==> config.mk <==
export PLATFORM = sky130hd
export DESIGN_NAME = mem_port_arbiter_flat
export DESIGN_NICKNAME = d
export VERILOG_FILES = /design/src/rtl/mem_arb_pkg.sv /design/src/rtl/mem_port_arbiter_if.sv /design/src/rtl/arb_priority.sv /design/src/rtl/mem_port_arbiter.sv /design/src/flat_wrapper.sv
export SDC_FILE = /design/constraint.sdc
export NUM_CORES = 1
export LEC_CHECK = 0
export BUFFER_PORTS_ARGS = -buffer_cell sky130_fd_sc_hd__buf_2
export CAP_MARGIN = 25
export CORE_MARGIN = 2
export CORE_UTILIZATION = 42
export DETAILED_ROUTE_END_ITERATION = 8
export PLACE_DENSITY_LB_ADDON = 0.08
export SETUP_SLACK_MARGIN = 0.3
export SLEW_MARGIN = 25
export SYNTH_ARGS = -nofsm -noshare
export SYNTH_HDL_FRONTEND = slang
export SYNTH_SLANG_ARGS = --single-unit
==> constraint.sdc <==
create_clock -name CLK -period 1.8 [get_ports CLK]
set_input_delay 0 -clock CLK [delete_from_list [all_inputs] [get_ports CLK]]
set_output_delay 0 -clock CLK [all_outputs]
set_load 0.02 [all_outputs]
==> src/rtl/mem_arb_pkg.sv <==
// Shared types and size encodings for the memory port arbiter.
package mem_arb_pkg;

    typedef enum logic [1:0] {
        IDLE    = 2'd0,
        ISSUE   = 2'd1,
        WAIT_RD = 2'd2
    } arb_state_t;

    typedef enum logic {
        OWN_IF = 1'b0,
        OWN_D  = 1'b1
    } owner_t;

    localparam logic [1:0] SIZE_B    = 2'b00;
    localparam logic [1:0] SIZE_H    = 2'b01;
    localparam logic [1:0] SIZE_W    = 2'b10;
    localparam logic [1:0] SIZE_LOAD = 2'b11;

endpackage

==> src/rtl/mem_port_arbiter_if.sv <==
// External memory port bundle; master = arbiter side, slave = memory side.
interface mem_port_arbiter_if #(
    parameter int ADDR_W = 32,
    parameter int DATA_W = 32
) ();
    logic              mem_req;
    logic              mem_we;
    logic [1:0]        mem_size;
    logic [ADDR_W-1:0] mem_addr;
    logic [DATA_W-1:0] mem_wdata;
    logic              mem_gnt;
    logic              mem_rvalid;
    logic [DATA_W-1:0] mem_rdata;

    modport master (
        output mem_req, mem_we, mem_size, mem_addr, mem_wdata,
        input  mem_gnt, mem_rvalid, mem_rdata
    );

    modport slave (
        input  mem_req, mem_we, mem_size, mem_addr, mem_wdata,
        output mem_gnt, mem_rvalid, mem_rdata
    );
endinterface

==> src/rtl/arb_priority.sv <==
// Data-first winner select with a fetch starvation guard and streak update.
module arb_priority #(
    parameter int STARVE_LIMIT = 4
) (
    input  logic       req_if,
    input  logic       req_d,
    input  logic       pend_if,
    input  logic       hold_d,
    input  logic [3:0] streak,
    output logic       grant_if,
    output logic       grant_d,
    output logic [3:0] streak_nxt
);
    localparam logic [3:0] LIM = 4'(STARVE_LIMIT);

    logic force_if;

    // A data request held back only by its mask still outranks fetch, so
    // fetch cannot slip in between back-to-back data accesses unless forced.
    always_comb begin
        force_if   = pend_if && (streak == LIM);
        grant_if   = req_if && (force_if || (!req_d && !hold_d));
        grant_d    = req_d && !grant_if;
        streak_nxt = streak;
        if (grant_if)
            streak_nxt = '0;
        else if (grant_d)
            streak_nxt = !pend_if ? 4'd0 : ((streak == LIM) ? LIM : streak + 4'd1);
    end
endmodule

==> src/rtl/mem_port_arbiter.sv <==
// Single-outstanding arbiter sharing one memory port between fetch and load/store.
// Optional performance counters are enabled with MEM_ARB_PERF_EN.
module mem_port_arbiter
    import mem_arb_pkg::*;
#(
    parameter int STARVE_LIMIT = 4,
    parameter int ADDR_W       = 32,
    parameter int DATA_W       = 32
) (
    input  logic              CLK,
    input  logic              resetn,
    input  logic              if_req,
    input  logic [ADDR_W-1:0] if_addr,
    input  logic              if_flush,
    output logic              if_valid,
    output logic [DATA_W-1:0] if_rdata,
    input  logic              d_req,
    input  logic [1:0]        d_size,
    input  logic [ADDR_W-1:0] d_addr,
    input  logic [DATA_W-1:0] d_wdata,
    output logic              d_rvalid,
    output logic [DATA_W-1:0] d_rdata,
    output logic              d_wready,
`ifdef MEM_ARB_PERF_EN
    input  logic [1:0]        perf_sel,
    output logic [31:0]       perf_data,
`endif
    mem_port_arbiter_if.master mem
);
    arb_state_t state;
    owner_t     owner;
    logic       drop, if_mask, d_mask;
    logic [3:0] streak, streak_nxt;
    logic       in_idle, eff_if, eff_d, pend_if, hold_d;
    logic       grant_if, grant_d, flush_hit, rd_done;

    assign in_idle   = (state == IDLE);
    assign pend_if   = if_req && !if_flush;
    assign eff_if    = in_idle && pend_if && !if_mask;
    assign eff_d     = in_idle && d_req && !d_mask;
    assign hold_d    = in_idle && d_req && d_mask;
    assign flush_hit = if_flush && (owner == OWN_IF) && !in_idle;
    assign rd_done   = mem.mem_rvalid &&
                       (((state == ISSUE) && mem.mem_gnt && !mem.mem_we) || (state == WAIT_RD));

    arb_priority #(.STARVE_LIMIT(STARVE_LIMIT)) u_prio (
        .req_if     (eff_if),
        .req_d      (eff_d),
        .pend_if    (pend_if),
        .hold_d     (hold_d),
        .streak     (streak),
        .grant_if   (grant_if),
        .grant_d    (grant_d),
        .streak_nxt (streak_nxt)
    );

    always_ff @(posedge CLK or negedge resetn) begin
        if (!resetn) begin
            state         <= IDLE;
            owner         <= OWN_IF;
            drop          <= 1'b0;
            if_mask       <= 1'b0;
            d_mask        <= 1'b0;
            streak        <= '0;
            if_valid      <= 1'b0;
            if_rdata      <= '0;
            d_rvalid      <= 1'b0;
            d_rdata       <= '0;
            d_wready      <= 1'b0;
            mem.mem_req   <= 1'b0;
            mem.mem_we    <= 1'b0;
            mem.mem_size  <= '0;
            mem.mem_addr  <= '0;
            mem.mem_wdata <= '0;
        end else begin
            if_valid <= 1'b0;
            d_rvalid <= 1'b0;
            d_wready <= 1'b0;
            if_mask  <= 1'b0;
            d_mask   <= 1'b0;
            streak   <= streak_nxt;
            if (flush_hit)
                drop <= 1'b1;
            unique case (state)
                IDLE: begin
                    drop <= 1'b0;
                    if (grant_d) begin
                        mem.mem_addr  <= d_addr;
                        mem.mem_size  <= d_size;
                        mem.mem_wdata <= d_wdata;
                        mem.mem_we    <= (d_size != SIZE_LOAD);
                        mem.mem_req   <= 1'b1;
                        owner         <= OWN_D;
                        state         <= ISSUE;
                    end else if (grant_if) begin
                        mem.mem_addr  <= if_addr;
                        mem.mem_size  <= SIZE_LOAD;
                        mem.mem_we    <= 1'b0;
                        mem.mem_req   <= 1'b1;
                        owner         <= OWN_IF;
                        state         <= ISSUE;
                    end
                end
                ISSUE: begin
                    if (mem.mem_gnt) begin
                        mem.mem_req <= 1'b0;
                        if (mem.mem_we) begin
                            d_wready <= 1'b1;
                            d_mask   <= 1'b1;
                            state    <= IDLE;
                        end else if (mem.mem_rvalid) begin
                            state <= IDLE;
                        end else begin
                            state <= WAIT_RD;
                        end
                    end
                end
                WAIT_RD: if (mem.mem_rvalid) state <= IDLE;
                default: state <= IDLE;
            endcase
            // A flush arriving with the response itself still drops it.
            if (rd_done) begin
                drop <= 1'b0;
                if (owner == OWN_D) begin
                    d_rdata  <= mem.mem_rdata;
                    d_rvalid <= 1'b1;
                    d_mask   <= 1'b1;
                end else if (!(drop || flush_hit)) begin
                    if_rdata <= mem.mem_rdata;
                    if_valid <= 1'b1;
                    if_mask  <= 1'b1;
                end
            end
        end
    end

`ifdef MEM_ARB_PERF_EN
    logic [31:0] perf_if_grants, perf_d_grants, perf_if_wait_cycles;
    logic        if_busy;

    assign if_busy = !in_idle && (owner == OWN_IF);

    always_ff @(posedge CLK or negedge resetn) begin
        if (!resetn) begin
            perf_if_grants      <= '0;
            perf_d_grants       <= '0;
            perf_if_wait_cycles <= '0;
        end else begin
            if (grant_if) perf_if_grants <= perf_if_grants + 32'd1;
            if (grant_d)  perf_d_grants  <= perf_d_grants + 32'd1;
            if (pend_if && !grant_if && !if_busy)
                perf_if_wait_cycles <= perf_if_wait_cycles + 32'd1;
        end
    end

    always_comb begin
        perf_data = '0;
        case (perf_sel)
            2'b00:   perf_data = perf_if_grants;
            2'b01:   perf_data = perf_d_grants;
            2'b10:   perf_data = perf_if_wait_cycles;
            default: perf_data = '0;
        endcase
    end
`endif
endmodule
==> src/flat_wrapper.sv <==
// flat-port wrapper written by rule: the top's interface ports become plain ports
module mem_port_arbiter_flat import mem_arb_pkg::*;
#(
    parameter int STARVE_LIMIT = 4,
    parameter int ADDR_W       = 32,
    parameter int DATA_W       = 32
)
  (CLK, resetn, if_req, if_addr, if_flush, if_valid, if_rdata, d_req, d_size, d_addr, d_wdata, d_rvalid, d_rdata, d_wready, mem_mem_req, mem_mem_we, mem_mem_size, mem_mem_addr, mem_mem_wdata, mem_mem_gnt, mem_mem_rvalid, mem_mem_rdata);
  mem_port_arbiter_if #(.ADDR_W(ADDR_W), .DATA_W(DATA_W)) mem_i ();
  input  logic CLK;
  input  logic resetn;
  input  logic if_req;
  input  logic [ADDR_W-1:0] if_addr;
  input  logic if_flush;
  output logic if_valid;
  output logic [DATA_W-1:0] if_rdata;
  input  logic d_req;
  input  logic [1:0] d_size;
  input  logic [ADDR_W-1:0] d_addr;
  input  logic [DATA_W-1:0] d_wdata;
  output logic d_rvalid;
  output logic [DATA_W-1:0] d_rdata;
  output logic d_wready;
  output wire logic [$bits(mem_i.mem_req)-1:0] mem_mem_req;
  output wire logic [$bits(mem_i.mem_we)-1:0] mem_mem_we;
  output wire logic [$bits(mem_i.mem_size)-1:0] mem_mem_size;
  output wire logic [$bits(mem_i.mem_addr)-1:0] mem_mem_addr;
  output wire logic [$bits(mem_i.mem_wdata)-1:0] mem_mem_wdata;
  input wire logic [$bits(mem_i.mem_gnt)-1:0] mem_mem_gnt;
  input wire logic [$bits(mem_i.mem_rvalid)-1:0] mem_mem_rvalid;
  input wire logic [$bits(mem_i.mem_rdata)-1:0] mem_mem_rdata;
  assign mem_mem_req = mem_i.mem_req;
  assign mem_mem_we = mem_i.mem_we;
  assign mem_mem_size = mem_i.mem_size;
  assign mem_mem_addr = mem_i.mem_addr;
  assign mem_mem_wdata = mem_i.mem_wdata;
  assign mem_i.mem_gnt = mem_mem_gnt;
  assign mem_i.mem_rvalid = mem_mem_rvalid;
  assign mem_i.mem_rdata = mem_mem_rdata;
  mem_port_arbiter #(.STARVE_LIMIT(STARVE_LIMIT), .ADDR_W(ADDR_W), .DATA_W(DATA_W)) u_core (.CLK(CLK), .resetn(resetn), .if_req(if_req), .if_addr(if_addr), .if_flush(if_flush), .if_valid(if_valid), .if_rdata(if_rdata), .d_req(d_req), .d_size(d_size), .d_addr(d_addr), .d_wdata(d_wdata), .d_rvalid(d_rvalid), .d_rdata(d_rdata), .d_wready(d_wready), .mem(mem_i));
endmodule
Word level (Yosys, flattened, before mapping)

Cells that the tools add are included.

Logic and storage cells: 96
Register bits: 144
Output and inout bits: 135
Input port bits: 137

Reductions and logical operators: 36
Mux-type cells: 35
Bitwise logic cells: 2
$add $sub $neg: 1
Eq/ne operators: 7

Operator list:

| kind                                                            | number |
|---|---|
| 32-bit 2-to-1 mux                                               | 2 |
| 1-bit 2-to-1 mux                                                | 19 |
| 2-bit 2-to-1 mux                                                | 8 |
| 4-bit 2-to-1 mux                                                | 4 |
| 1-bit logical AND                                               | 15 |
| 3-bit AND reduction                                             | 3 |
| 1-bit logical NOT                                               | 8 |
| 2-bit inequality test, second input constant                    | 3 |
| 2-bit case mux with 3 select lines                              | 1 |
| 2-bit AND reduction                                             | 3 |
| 4-bit by 1-bit adder with 4-bit output, second input constant   | 1 |
| 4-bit by 3-bit == test with 1-bit output, second input constant | 1 |
| 2-bit nonzero test                                              | 2 |
| 1-bit logical OR                                                | 3 |
| 3-bit inequality test, second input constant                    | 1 |
| 3-bit nonzero test                                              | 1 |
| 2-bit by 1-bit == test with 1-bit output, second input constant | 1 |
| 2-bit == test, second input constant                            | 1 |
| 2-bit logical NOT                                               | 1 |
| 1-bit NOT                                                       | 2 |
| 1-bit case mux with 2 select lines                              | 1 |

Logic depth before layout (Yosys ltp)

Gate-level depths: netlist of run 1.

Word-level depth: 11
Gate-level depth with buffers: 8
Mapped depth without buffers: 6

By module

From an unflattened synthesis of run 1, not the netlist that was laid out.

Cells, all modules: 488
Area, all modules: 6,092.1 µm²

Modules (own cells, without submodules):

| module           | instances | area each (µm²) | cells each | seq. area each (µm²) |
|---|---|---|---|---|
| mem_port_arbiter | 1         | 5,916.9         | 461        | 3,603.5 |
| arb_priority     | 1         | 175.2           | 27         | 0.0 |

Worst setup path before layout of run 1

Ideal clock, no wire load.

Path kind: reg2reg
Start point: reg u_core.mem.mem_we
End point: reg u_core.if_rdata[22]
Data required time: 1.675 ns
Period minus slack after synthesis: 1.844 ns
Data arrival time: 1.718 ns
Setup time: 0.125 ns
Stages on the path, launching flop included: 7
Setup slack: -0.044 ns
Buffers on the path: 2
Cell sequence: dfrtp_1 and4bb_1 o21ai_2 a2111o_1 buf_6 buf_8 mux2_4

Longest elaborated chain between the ends: 5

RTL lines:

| item                          | line                      | RTL |
|---|---|---|
| start: declaration            | mem_port_arbiter_if.sv:16 | `output mem_req, mem_we, mem_size, mem_addr, mem_wdata,` |
| start signal: assignment      | mem_port_arbiter.sv:91    | `mem.mem_we <= (d_size != SIZE_LOAD);` |
| 1-bit logical NOT             | mem_port_arbiter.sv:44    | `(((state == ISSUE) && mem.mem_gnt && !mem.mem_we) \|\| (state == WAIT_RD));` |
| 1-bit logical AND             | mem_port_arbiter.sv:44    |  |
| 1-bit logical OR              | mem_port_arbiter.sv:44    |  |
| 1-bit logical AND             | mem_port_arbiter.sv:43    | `assign rd_done = mem.mem_rvalid &&` |
| 3-bit AND reduction (no line) | n/a                       |  |
| end signal: assignment        | mem_port_arbiter.sv:129   | `if_rdata <= mem.mem_rdata;` |
| end: declaration              | mem_port_arbiter.sv:16    | `output logic [DATA_W-1:0] if_rdata,` |

Every way passes these cells.
A chain may end at the register's enable or synchronous reset.

Worst setup path in the final report of run 1

Start point: reg u_core.streak[1]
End point: reg u_core.mem.mem_addr[13]

Longest elaborated chain between the ends: 8
Elaborated cells between the ends (all ways): 9
Classes of those cells: eq/ne (1); mux (1); reduce/logical (7)

RTL lines:

| item                                         | line                      | RTL |
|---|---|---|
| start: declaration                           | mem_port_arbiter.sv:33    | `logic [3:0] streak, streak_nxt;` |
| start signal: assignment                     | mem_port_arbiter.sv:81    | `streak <= streak_nxt;` |
| 4-bit by 3-bit == test with 1-bit output (*) | arb_priority.sv:21        | `force_if = pend_if && (streak == LIM);` |
| 1-bit logical AND (*)                        | arb_priority.sv:21        |  |
| 1-bit logical OR (*)                         | arb_priority.sv:22        | `grant_if = req_if && (force_if \|\| (!req_d && !hold_d));` |
| 1-bit logical AND (*)                        | arb_priority.sv:22        |  |
| 1-bit logical NOT                            | arb_priority.sv:23        | `grant_d = req_d && !grant_if;` |
| 1-bit logical AND                            | arb_priority.sv:23        |  |
| 2-bit nonzero test (no line)                 | n/a                       |  |
| 2-bit AND reduction (no line)                | n/a                       |  |
| end signal: assignment                       | mem_port_arbiter.sv:88    | `mem.mem_addr <= d_addr;` |
| end signal: assignment                       | mem_port_arbiter.sv:96    | `mem.mem_addr <= if_addr;` |
| end: declaration                             | mem_port_arbiter_if.sv:16 |  |

Every way passes the cells marked *; elsewhere a longest branch is shown, timed or not.

==> results of run 1 <==
## metal layers
| layer | vias to the layer above | wire length [µm] | GRT usage (%) | part of all wire (%) |
|---|---|---|---|---|
| met5 | - | 0 | 0 | 0 |
| met4 | 0 | 335 | 8.10 | 1.7 |
| met3 | 31 | 1430 | 7.38 | 7.3 |
| met2 | 231 | 9670 | 40.6 | 50 |
| met1 | 2555 | 8080 | 30.1 | 41 |
| li1 | 2384 | - | - | - |
## cell families (layout without fill, tap and decap cells)
family	count (synthesis)	after routing	synth area share (%)
AND/OR/NAND/NOR	60	60	4.75
adder cells (fa/ha/maj)	2	2	0.420
multiplexers	128	128	25.3
AO/OA/AOI/OAI	50	50	5.02
flip-flops	144	144	60.5
buffers and inverters	35	504	3.99
## synthesized netlist by cell type, drive strengths merged
cell type,instances,area [µm²]
dfrtp,144,3600
mux2,96,1190
nand2,40,150
o21ai,36,184
mux2i,32,320
buf,17,170
inv,12,45.0
clkbuf,6,22.5
nor2,4,15.0
nor2b,3,18.8
a21o,2,15.0
a22oi,2,15.0
and3,2,12.5
ha,2,25.0
nand3,2,10.0
or2,2,12.5
a2111o,1,11.3
a211o,1,8.76
a21boi,1,11.3
a21oi,1,5.00
a22o,1,8.76
and2b,1,7.51
and3b,1,8.76
and4bb,1,12.5
nand3b,1,7.51
nor3,1,5.00
nor3b,1,7.51
nor4b,1,15.0
o211ai,1,7.51
o21ba,1,10.0
o21bai,1,7.51
o221ai,1,8.76
o22ai,1,6.26
## registers in the layout, summed over array words and instances, names as in the netlist
signal	count
u_core.streak	4
u_core.state	2
u_core.mem.mem_req	1
u_core.d_mask	1
u_core.if_rdata	32
u_core.drop	1
u_core.if_valid	1
u_core.d_rvalid	1
u_core.mem.mem_wdata	32
u_core.d_rdata	32
u_core.mem.mem_size	2
u_core.mem.mem_addr	32
u_core.mem.mem_we	1
u_core.owner	1
u_core.d_wready	1
## final cells by class
type / instances / area share (%)
sequential: 144 / 33.6
timing repair buffer: 460 / 33.5
multi-input combinational: 240 / 24.2
clock buffer: 22 / 4.32
tap: 180 / 2.10
clock inverter: 10 / 1.92
inverter: 12 / 0.419
## metrics by stage
stage	instances	utilization [%]	setup TNS, ns	power (W)	hold slack, ns
after global placement	867	55.7	-0.713	0.0127	0.0262
after detailed placement	867	55.7	-2.56	0.0129	0.0366
after floorplan	419	-	0	0.0105	-0.296
final	1068	77.4	-3.77	0.0192	0.0594
after global routing	1068	77.4	-9.26	0.0201	0.0712
after CTS	1060	74.8	-3.73	0.0184	0.0440
## power groups by stage
stage | Sequential [W] | Combinational [W] | Clock (W)
2_1_floorplan | 0.00743 | 0.00302 | 0
3_3_place_gp | 0.00559 | 0.00711 | 0
3_5_place_dp | 0.00564 | 0.00725 | 0
4_1_cts | 0.00563 | 0.00871 | 0.00407
5_1_grt | 0.00593 | 0.00996 | 0.00426
6_report | 0.00574 | 0.00944 | 0.00402
## worst min-delay path by stage
stage / cells past startpoint / to / slack (ns) / from
global route: 4 / u_core.streak[0] / 0.07 / if_req
global placement: 1 / u_core.d_rdata[13] / 0.03 / resetn
finish: 4 / u_core.streak[0] / 0.06 / if_req
floorplan: 0 / u_core.d_mask / -0.30 / resetn
CTS: 4 / u_core.streak[0] / 0.04 / if_req
detailed placement: 1 / u_core.if_rdata[13] / 0.04 / resetn
## timing repair
| action | CTS | global route |
|---|---|---|
| gates resized for setup | 50 | 57 |
| buffers inserted | 16 | 4 |
| hold buffers | 134 | 0 |
| hold endpoints to repair | 197 | 0 |
| endpoints found under the setup margin | 139 | 140 |
| pin swaps | 12 | 6 |
| cloned | 11 | 4 |
## worst max-delay path, cell delays in order, from the launching register on
cell and delay (ns):
dfrtp_1 0.35, inv_1 0.05, ha_2 0.17, and3b_2 0.24
a21boi_4 0.22, buf_6 0.18, buf_12 0.11, buf_16 0.12
mux2i_2 0.23, o21ai_1 0.11
==> impl_metrics.yaml, run 1 <==
synth:
  syn-num-nets: 558
  seq_area_frac_synth_pct: 60.5
  syn_area_um2: 5960
  ys_ff_latch: 144
  yosys.cell_types.count: 41
  avgSynthCellArea_um2: 14.2
  syn_inst: 419
  yosysWarnings: 0
clocking:
  cts_made_buffers: 17
  cts_sinks: 144
  cts_tree: "yes"
  cts_max_level: 4
  insertion_delay_ns: 0.42
  clk_path_buf_depth: 2
  root_buffer: "clkbuf_16"
  clk_pin_slew_ns: 0.06
pwr:
  p_sw_share_pct: 36.3
  peakVddDrop_mv: 0.907
  p_clk_share_pct: 20.9
  power.switching_w: 0.00696
  powerDensity_nw_per_um2: 1790
  power_frac_seq_pct: 29.9
  p_leak_nw: 5.52
  internal_power_w: 0.0122
  power_frac_comb_pct: 49.2
sta:
  fin_skew_ns: 0.00946
  relSlewSlack_pct: 60.3
  fmax_ghz: 0.528
  setup_viol: 82
  min_period_ns: 1.90
  tightestPinTransition_ns: 0.595
  hold_viol_final: 0
  slew_viol_final: 0
  layout_setup_ws_ns: -0.0956
  rsz0062_at_grt: "true"
  period_share_pct: 105
worst_setup_path:
  reg2regPathDepth: 9
  worstPathArrival_ns: 2.19
  worst_r2r_endpoint: "u_core.mem.mem_addr[13]"
  required_ns: 2.10
  crit_fanout: 5
  cp-endpoint: "u_core.mem.mem_addr[13]"
  r2r-start: "u_core.streak[1]"
  crit_type: "register to register"
  startpoint_type: "register"
  crit_path_end_kind: "register"
  rrSetupSlack_ns: -0.1
  crit_path_start: "u_core.streak[1]"
hold_path:
  hold_path.class: "input port to register"
die:
  rows: 43
  die-area_um2: 15200
  initial_core_util_pct: 42.9
  coreArea_um2: 13900
  die_y_um: 123
  fp.dieW_um: 123
  io_pins: 272
cells_and_area:
  drive_above_1_share_pct: 56.5
  multiInputGateArea_um2: 2600
  synthToLayoutAreaGrowth_pct: 80.3
  post-route-cell-area_um2: 10700
  layout_commonest_cell: "buf_2"
  finalNetCount: 1014
  antenna_cells: 0
  regArea_um2: 3610
  layout_common_cells: "buf_2, dfrtp_1, dlygate4sd3_1"
  fillCellCount: 818
flow_run:
  maxCapViolCount: 0
placed_design:
  portBuffers: 271
  dpl_worst_slack_ns: -0.0787
  placed_cell_area_um2: 7730
  hpwlAfterDp_mm: 10.4
  globalplace.congestion: 0.764
grt:
  grtUsageTotal_pct: 24.3
  grt_overflow: 0
  grt_max_degree: 66
  grt_pass1_vias: 5409
  grt_pass1_wl_mm: 27.9
  grt_antenna_before_repair: 0
routing:
  drt_wl_total_mm: 19.5
  drt-vias-per-instance: 4.87
  postRouteAntennaNets: 0
  drtIter0Drc: 223
  drc_errors: 0
  wire_per_inst_um: 18.3
  dr.pass1.iters: 5
  via_count: 5201
status:
  outcome: "finished, violations left"
  failed_checks: "setup timing"
Power figures use the tool's default switching activity.
==> run 2, diff against run 1 <==
--- a/config.mk
+++ b/config.mk
@@ -9,6 +9,7 @@
 export CAP_MARGIN = 25
 export CORE_MARGIN = 2
 export CORE_UTILIZATION = 42
+export CTS_BUF_LIST = sky130_fd_sc_hd__clkbuf_4 sky130_fd_sc_hd__clkbuf_8 sky130_fd_sc_hd__clkbuf_16
 export DETAILED_ROUTE_END_ITERATION = 8
 export PLACE_DENSITY_LB_ADDON = 0.08
 export SETUP_SLACK_MARGIN = 0.3
==> run 2 against run 1 <==
  * The run still ends with setup timing left
  * Total power is 0.57% higher
  * Largest cell class is now non-clock buffers
  * Flip-flop and latch count unchanged
  * Largest power group unchanged
  * Utilization up 0.40 points
  * Cell area up 0.51%
==> impl_metrics.yaml, run 2 (same netlist as run 1, synthesis figures left out) <==
status:
  outcome: "finished, violations left"
  failed_checks: "setup timing"
clocking:
  cts_tree: "yes"
  clk_path_buf_depth: 2
  clk_pin_slew_ns: 0.06
  cts_max_level: 4
  cts_made_buffers: 17
  cts_sinks: 144
  root_buffer: "clkbuf_16"
  insertion_delay_ns: 0.42
routing:
  postRouteAntennaNets: 0
  drc_errors: 0
  drtIter0Drc: 262
  wire_per_inst_um: 18.6
  via_count: 5219
  drt-vias-per-instance: 4.88
  drt_wl_total_mm: 19.9
  dr.pass1.iters: 4
sta:
  rsz0062_at_grt: "true"
  tightestPinTransition_ns: 0.606
  fin_skew_ns: 0.00960
  slew_viol_final: 0
  setup_viol: 84
  period_share_pct: 105
  hold_viol_final: 0
  min_period_ns: 1.90
  fmax_ghz: 0.527
  layout_setup_ws_ns: -0.0972
  relSlewSlack_pct: 59.6
  hold_ws_ns: 0.0467
die:
  initial_core_util_pct: 42.9
  rows: 43
  io_pins: 272
  die_y_um: 123
  fp.dieW_um: 123
  coreArea_um2: 13900
  die-area_um2: 15200
flow_run:
  maxCapViolCount: 0
placed_design:
  dpl_worst_slack_ns: -0.0787
  hpwlAfterDp_mm: 10.4
  placed_cell_area_um2: 7730
  globalplace.congestion: 0.764
  portBuffers: 271
cells_and_area:
  fillCellCount: 808
  antenna_cells: 0
  layout_commonest_cell: "buf_2"
  drive_above_1_share_pct: 57.3
  synthToLayoutAreaGrowth_pct: 81.2
  layout_common_cells: "buf_2, dfrtp_1, dlygate4sd3_1"
  finalNetCount: 1015
  post-route-cell-area_um2: 10800
pwr:
  powerDensity_nw_per_um2: 1790
  p_leak_nw: 5.55
  peakVddDrop_mv: 0.904
worst_setup_path:
  startpoint_type: "register"
  required_ns: 2.10
  crit_type: "register to register"
  path_cells: "and4bb_1, o21ai_2, a2111o_2, buf_12, mux2_4"
  path_delay_family: "compound AO/OA/AOI/OAI gates"
  cp_slowest_cell: "dfrtp_2"
  slowest_delay_ns: 0.44
  worstPathArrival_ns: 2.20
  crit_path_end_kind: "register"
  crit_buf_inv: 1
  crit_fanout: 17
grt:
  grt_overflow: 0
  grt_antenna_before_repair: 0
  grt_pass1_vias: 5416
  grtUsageTotal_pct: 24.5
  grt_pass1_wl_mm: 28.0
  grt_max_degree: 66
hold_path:
  hold_path.class: "input port to register"
==> run 2: cell count changes in the layout (fill, tap and decap cells not counted), moves of 2 or more <==
cell	delta
clkbuf_1	-3
clkbuf_4	+3
nand2_1	-3
nand2_2	+3
buf_4	-2
o21ai_0	-2
==> run 2: power by group <==
group          total, W  switching, W  leakage [nW]  internal, W
registers       0.00573      0.000936          1.76      0.00480
logic           0.00950       0.00469          3.46      0.00481
clock network   0.00408       0.00136         0.335      0.00272
total            0.0193       0.00699          5.55       0.0123
==> run 2: cell type report <==
cell class	instances	area [µm²]	area share [%]
clock inverters	10	206	1.91
inverters	12	45.0	0.417
multi-input cells	240	2610	24.1
repair buffers	461	3630	33.6
well taps	180	225	2.09
clock buffers	22	475	4.40
flip-flops and latches	144	3610	33.4
==> run 2: repair_timing <==
action / in CTS / in global routing
setup buffers: 16 / 4
pin swaps: 12 / 7
setup endpoints to repair: 139 / 140
gates cloned: 11 / 5
gates resized for setup: 50 / 65
endpoints found under the hold margin: 197 / 0
hold buffers: 134 / 0
==> run 2: stage by stage <==
| stage | TNS (ns) | total power, W | cells | utilization, % |
|---|---|---|---|---|
| 5_1_grt | -11.36 | 0.0202 | 1069 | 77.8 |
| 3_5_place_dp | -2.56 | 0.0129 | 867 | 55.7 |
| 6_report | -5.42 | 0.0193 | 1069 | 77.8 |
| 3_3_place_gp | -0.713 | 0.0127 | 867 | 55.7 |
| 4_1_cts | -3.75 | 0.0185 | 1060 | 74.8 |
| 2_1_floorplan | 0 | 0.0105 | 419 | - |
==> run 2: worst paths after layout <==
| check | startpoint | end | slack [ns] | cells past startpoint |
|---|---|---|---|---|
| max reg2reg | u_core.state[1] | u_core.if_rdata[14] | -0.1 | 5 |
| min reg2reg | u_core.mem.mem_addr[1] | u_core.mem.mem_addr[1] | 0.48 | 2 |
| min in group asynchronous | resetn | u_core.if_rdata[13] | 0.11 | 2 |
| max in group asynchronous | resetn | u_core.mem.mem_addr[17] | 1.00 | 3 |
| max | u_core.state[1] | u_core.if_rdata[14] | -0.1 | 5 |
| min | if_req | u_core.streak[0] | 0.05 | 4 |
==> run 2: per-layer routing <==
metal / track usage (%) / up-vias / wire [µm]
met2: 40.5 / 218 / 9860
met1: 29.7 / 2576 / 8110
met5: 0 / - / 0
met4: 9.94 / 0 / 479
li1: - / 2384 / -
met3: 7.61 / 41 / 1400
==> run 2: worst register-to-register path, delay by kind of cell, from the launching register on <==
kind	cells	cell delay, ns
AOI/OAI and AO/OA	2	0.50
and+or+nand+nor	1	0.33
DFF	1	0.44
muxes	1	0.32
buffers and inverters	1	0.20
==> run 3, diff against run 2 <==
--- a/config.mk
+++ b/config.mk
@@ -6,11 +6,12 @@
 export NUM_CORES = 1
 export LEC_CHECK = 0
 export BUFFER_PORTS_ARGS = -buffer_cell sky130_fd_sc_hd__buf_2
-export CAP_MARGIN = 25
+export CAP_MARGIN = 20
 export CORE_MARGIN = 2
-export CORE_UTILIZATION = 42
-export CTS_BUF_LIST = sky130_fd_sc_hd__clkbuf_4 sky130_fd_sc_hd__clkbuf_8 sky130_fd_sc_hd__clkbuf_16
+export CORE_UTILIZATION = 44
+export CTS_BUF_LIST = sky130_fd_sc_hd__clkbuf_8
 export DETAILED_ROUTE_END_ITERATION = 8
+export GPL_TIMING_DRIVEN = 0
 export PLACE_DENSITY_LB_ADDON = 0.08
 export SETUP_SLACK_MARGIN = 0.3
 export SLEW_MARGIN = 25
==> run 3 against run 2 <==
  * The flow still finishes with violations (setup timing)
  * First-iteration DRC count up 1.1%
  * Clock skew about the same
  * Routed wire length down 5.6%
  * Highest routed layer unchanged
  * Total power down 6.9%
  * Critical path type unchanged
  * Maximum frequency down 0.51%
==> impl_metrics.yaml, run 3 (same netlist as run 1, synthesis figures left out) <==
sta:
  setup_viol: 102
  period_share_pct: 106
  hold_ws_ns: 0.0892
  layout_setup_ws_ns: -0.107
  setup_tns_ns: -4.66
  min_period_ns: 1.91
  fin_skew_ns: 0.00955
  hold_viol_final: 0
  slew_viol_final: 0
  fmax_ghz: 0.524
  rsz0062_at_grt: "true"
  tightestPinTransition_ns: 0.515
  relSlewSlack_pct: 65.7
hold_path:
  hold_path.class: "input port to asynchronous set/reset pin"
routing:
  wire_per_inst_um: 17.6
  postRouteAntennaNets: 0
  drtIter0Drc: 265
  drt-vias-per-instance: 4.83
  drt_wl_total_mm: 18.7
  drc_errors: 0
  dr.pass1.iters: 4
  via_count: 5155
grt:
  grt_antenna_before_repair: 0
  grt_overflow: 0
  grt.busiest_layer: "met2"
  grt_max_degree: 80
  grtUsageTotal_pct: 25.4
  grt_pass1_wl_mm: 28.6
  grt_pass1_vias: 5618
  use_met2_pct: 43.9
  grt.met1_usage_pct: 30.1
  grt_util_met3_pct: 7.22
placed_design:
  globalplace.congestion: 0.748
  hpwlAfterDp_mm: 10.7
  portBuffers: 271
  dpl_worst_slack_ns: -0.364
die:
  fp.dieW_um: 120
  die_y_um: 120
  io_pins: 272
  coreArea_um2: 13200
  die-area_um2: 14500
  rows: 42
  initial_core_util_pct: 45.0
clocking:
  clk_pin_slew_ns: 0.08
  root_buffer: "clkbuf_8"
  clk_path_buf_depth: 2
  insertion_delay_ns: 0.44
  cts_sinks: 144
  cts_tree: "yes"
  cts_max_level: 4
  cts_made_buffers: 17
worst_setup_path:
  cp_slowest_cell: "dfrtp_2"
  crit_path_end_kind: "register"
  slowest_delay_ns: 0.46
  startpoint_type: "register"
  required_ns: 2.11
  reg2regPathDepth: 6
  rrSetupSlack_ns: -0.11
  crit_type: "register to register"
  path_cells: "and4bb_1, o21ai_2, a2111o_1, buf_8, clkbuf_16, mux2_4"
  crit_fanout: 9
  worst_r2r_endpoint: "u_core.if_rdata[25]"
  worstPathArrival_ns: 2.22
  r2r-start: "u_core.state[1]"
flow_run:
  maxCapViolCount: 0
cells_and_area:
  finalNetCount: 1018
  final_core_util_pct: 79.1
  layout_commonest_cell: "buf_2"
  antenna_cells: 0
  layout_common_cells: "buf_2, dfrtp_1, dlygate4sd3_1"
  fillCellCount: 805
  drive_above_1_share_pct: 53.4
  synthToLayoutAreaGrowth_pct: 75.8
pwr:
  power.switching_w: 0.00655
  peakVddDrop_mv: 0.982
  p_leak_nw: 5.47
  power_frac_seq_pct: 31.6
  internal_power_w: 0.0114
  power_frac_comb_pct: 49.4
  p_clk_share_pct: 19.0
  p_sw_share_pct: 36.5
  powerDensity_nw_per_um2: 1720
status:
  outcome: "finished, violations left"
  failed_checks: "setup timing"
## run 3: what timing repair did
| item | 4_1_cts | 5_1_grt |
|---|---|---|
| hold endpoints to repair | 282 | 0 |
| setup endpoints to repair | 139 | 140 |
| hold buffers | 134 | 0 |
| cloned | 5 | 8 |
| setup buffers | 16 | 6 |
| resized for setup | 71 | 22 |
| pin swaps | 5 | 4 |
## run 3: cell type report
| class | count | area [µm²] | share of cell area (%) |
|---|---|---|---|
| timing repair buffer | 441 | 3270 | 31.2 |
| inverter | 12 | 45.0 | 0.430 |
| multi-input combinational | 240 | 2440 | 23.3 |
| buffer | 23 | 349 | 3.33 |
| clock buffer | 21 | 289 | 2.76 |
| sequential | 144 | 3610 | 34.4 |
| clock inverter | 10 | 253 | 2.41 |
| tap | 176 | 220 | 2.10 |
## run 3: through the flow
stage	cell area [µm²]	power (W)	instances
2_1_floorplan	6140	0.0105	419
6_report	10500	0.0180	1067
5_1_grt	10500	0.0189	1067
3_3_place_gp	7710	0.0127	866
3_5_place_dp	7750	0.0129	867
4_1_cts	10200	0.0176	1053
## run 3: how the worst max path moves through the flow
stage	start	end	slack, ns	depth (start not counted)
3_5_place_dp	u_core.state[1]	u_core.mem.mem_addr[26]	-0.36	6
3_3_place_gp	resetn	u_core.mem.mem_we	-1.51	1
2_1_floorplan	u_core.mem.mem_we	u_core.if_rdata[22]	0.01	6
6_report	u_core.state[1]	u_core.if_rdata[25]	-0.11	6
4_1_cts	u_core.state[1]	u_core.if_rdata[22]	-0.05	6
5_1_grt	u_core.streak[1]	u_core.mem.mem_wdata[23]	-0.18	8
## run 3: power by group through the flow
stage / sequential [W] / combinational [W] / clock, W
after floorplan: 0.00743 / 0.00302 / 0
after global placement: 0.00555 / 0.00714 / 0
after detailed placement: 0.00565 / 0.00725 / 0
after CTS: 0.00562 / 0.00848 / 0.00346
after global routing: 0.00588 / 0.00940 / 0.00363
final: 0.00569 / 0.00888 / 0.00341
## run 3: routing by layer
layer  vias up  part of all wire [%]
met1      2532                    40
met4         0                   2.2
met2       216                    51
met5         -                     0
li1       2376                     -
met3        31                   6.5
## run 3: worst max-delay path: cells and delay by family, from the launching register on
| family | cells | cell delay [ns] |
|---|---|---|
| compound gates | 2 | 0.39 |
| buf+inv | 2 | 0.34 |
| flops | 1 | 0.46 |
| mux | 1 | 0.29 |
| simple gates | 1 | 0.31 |
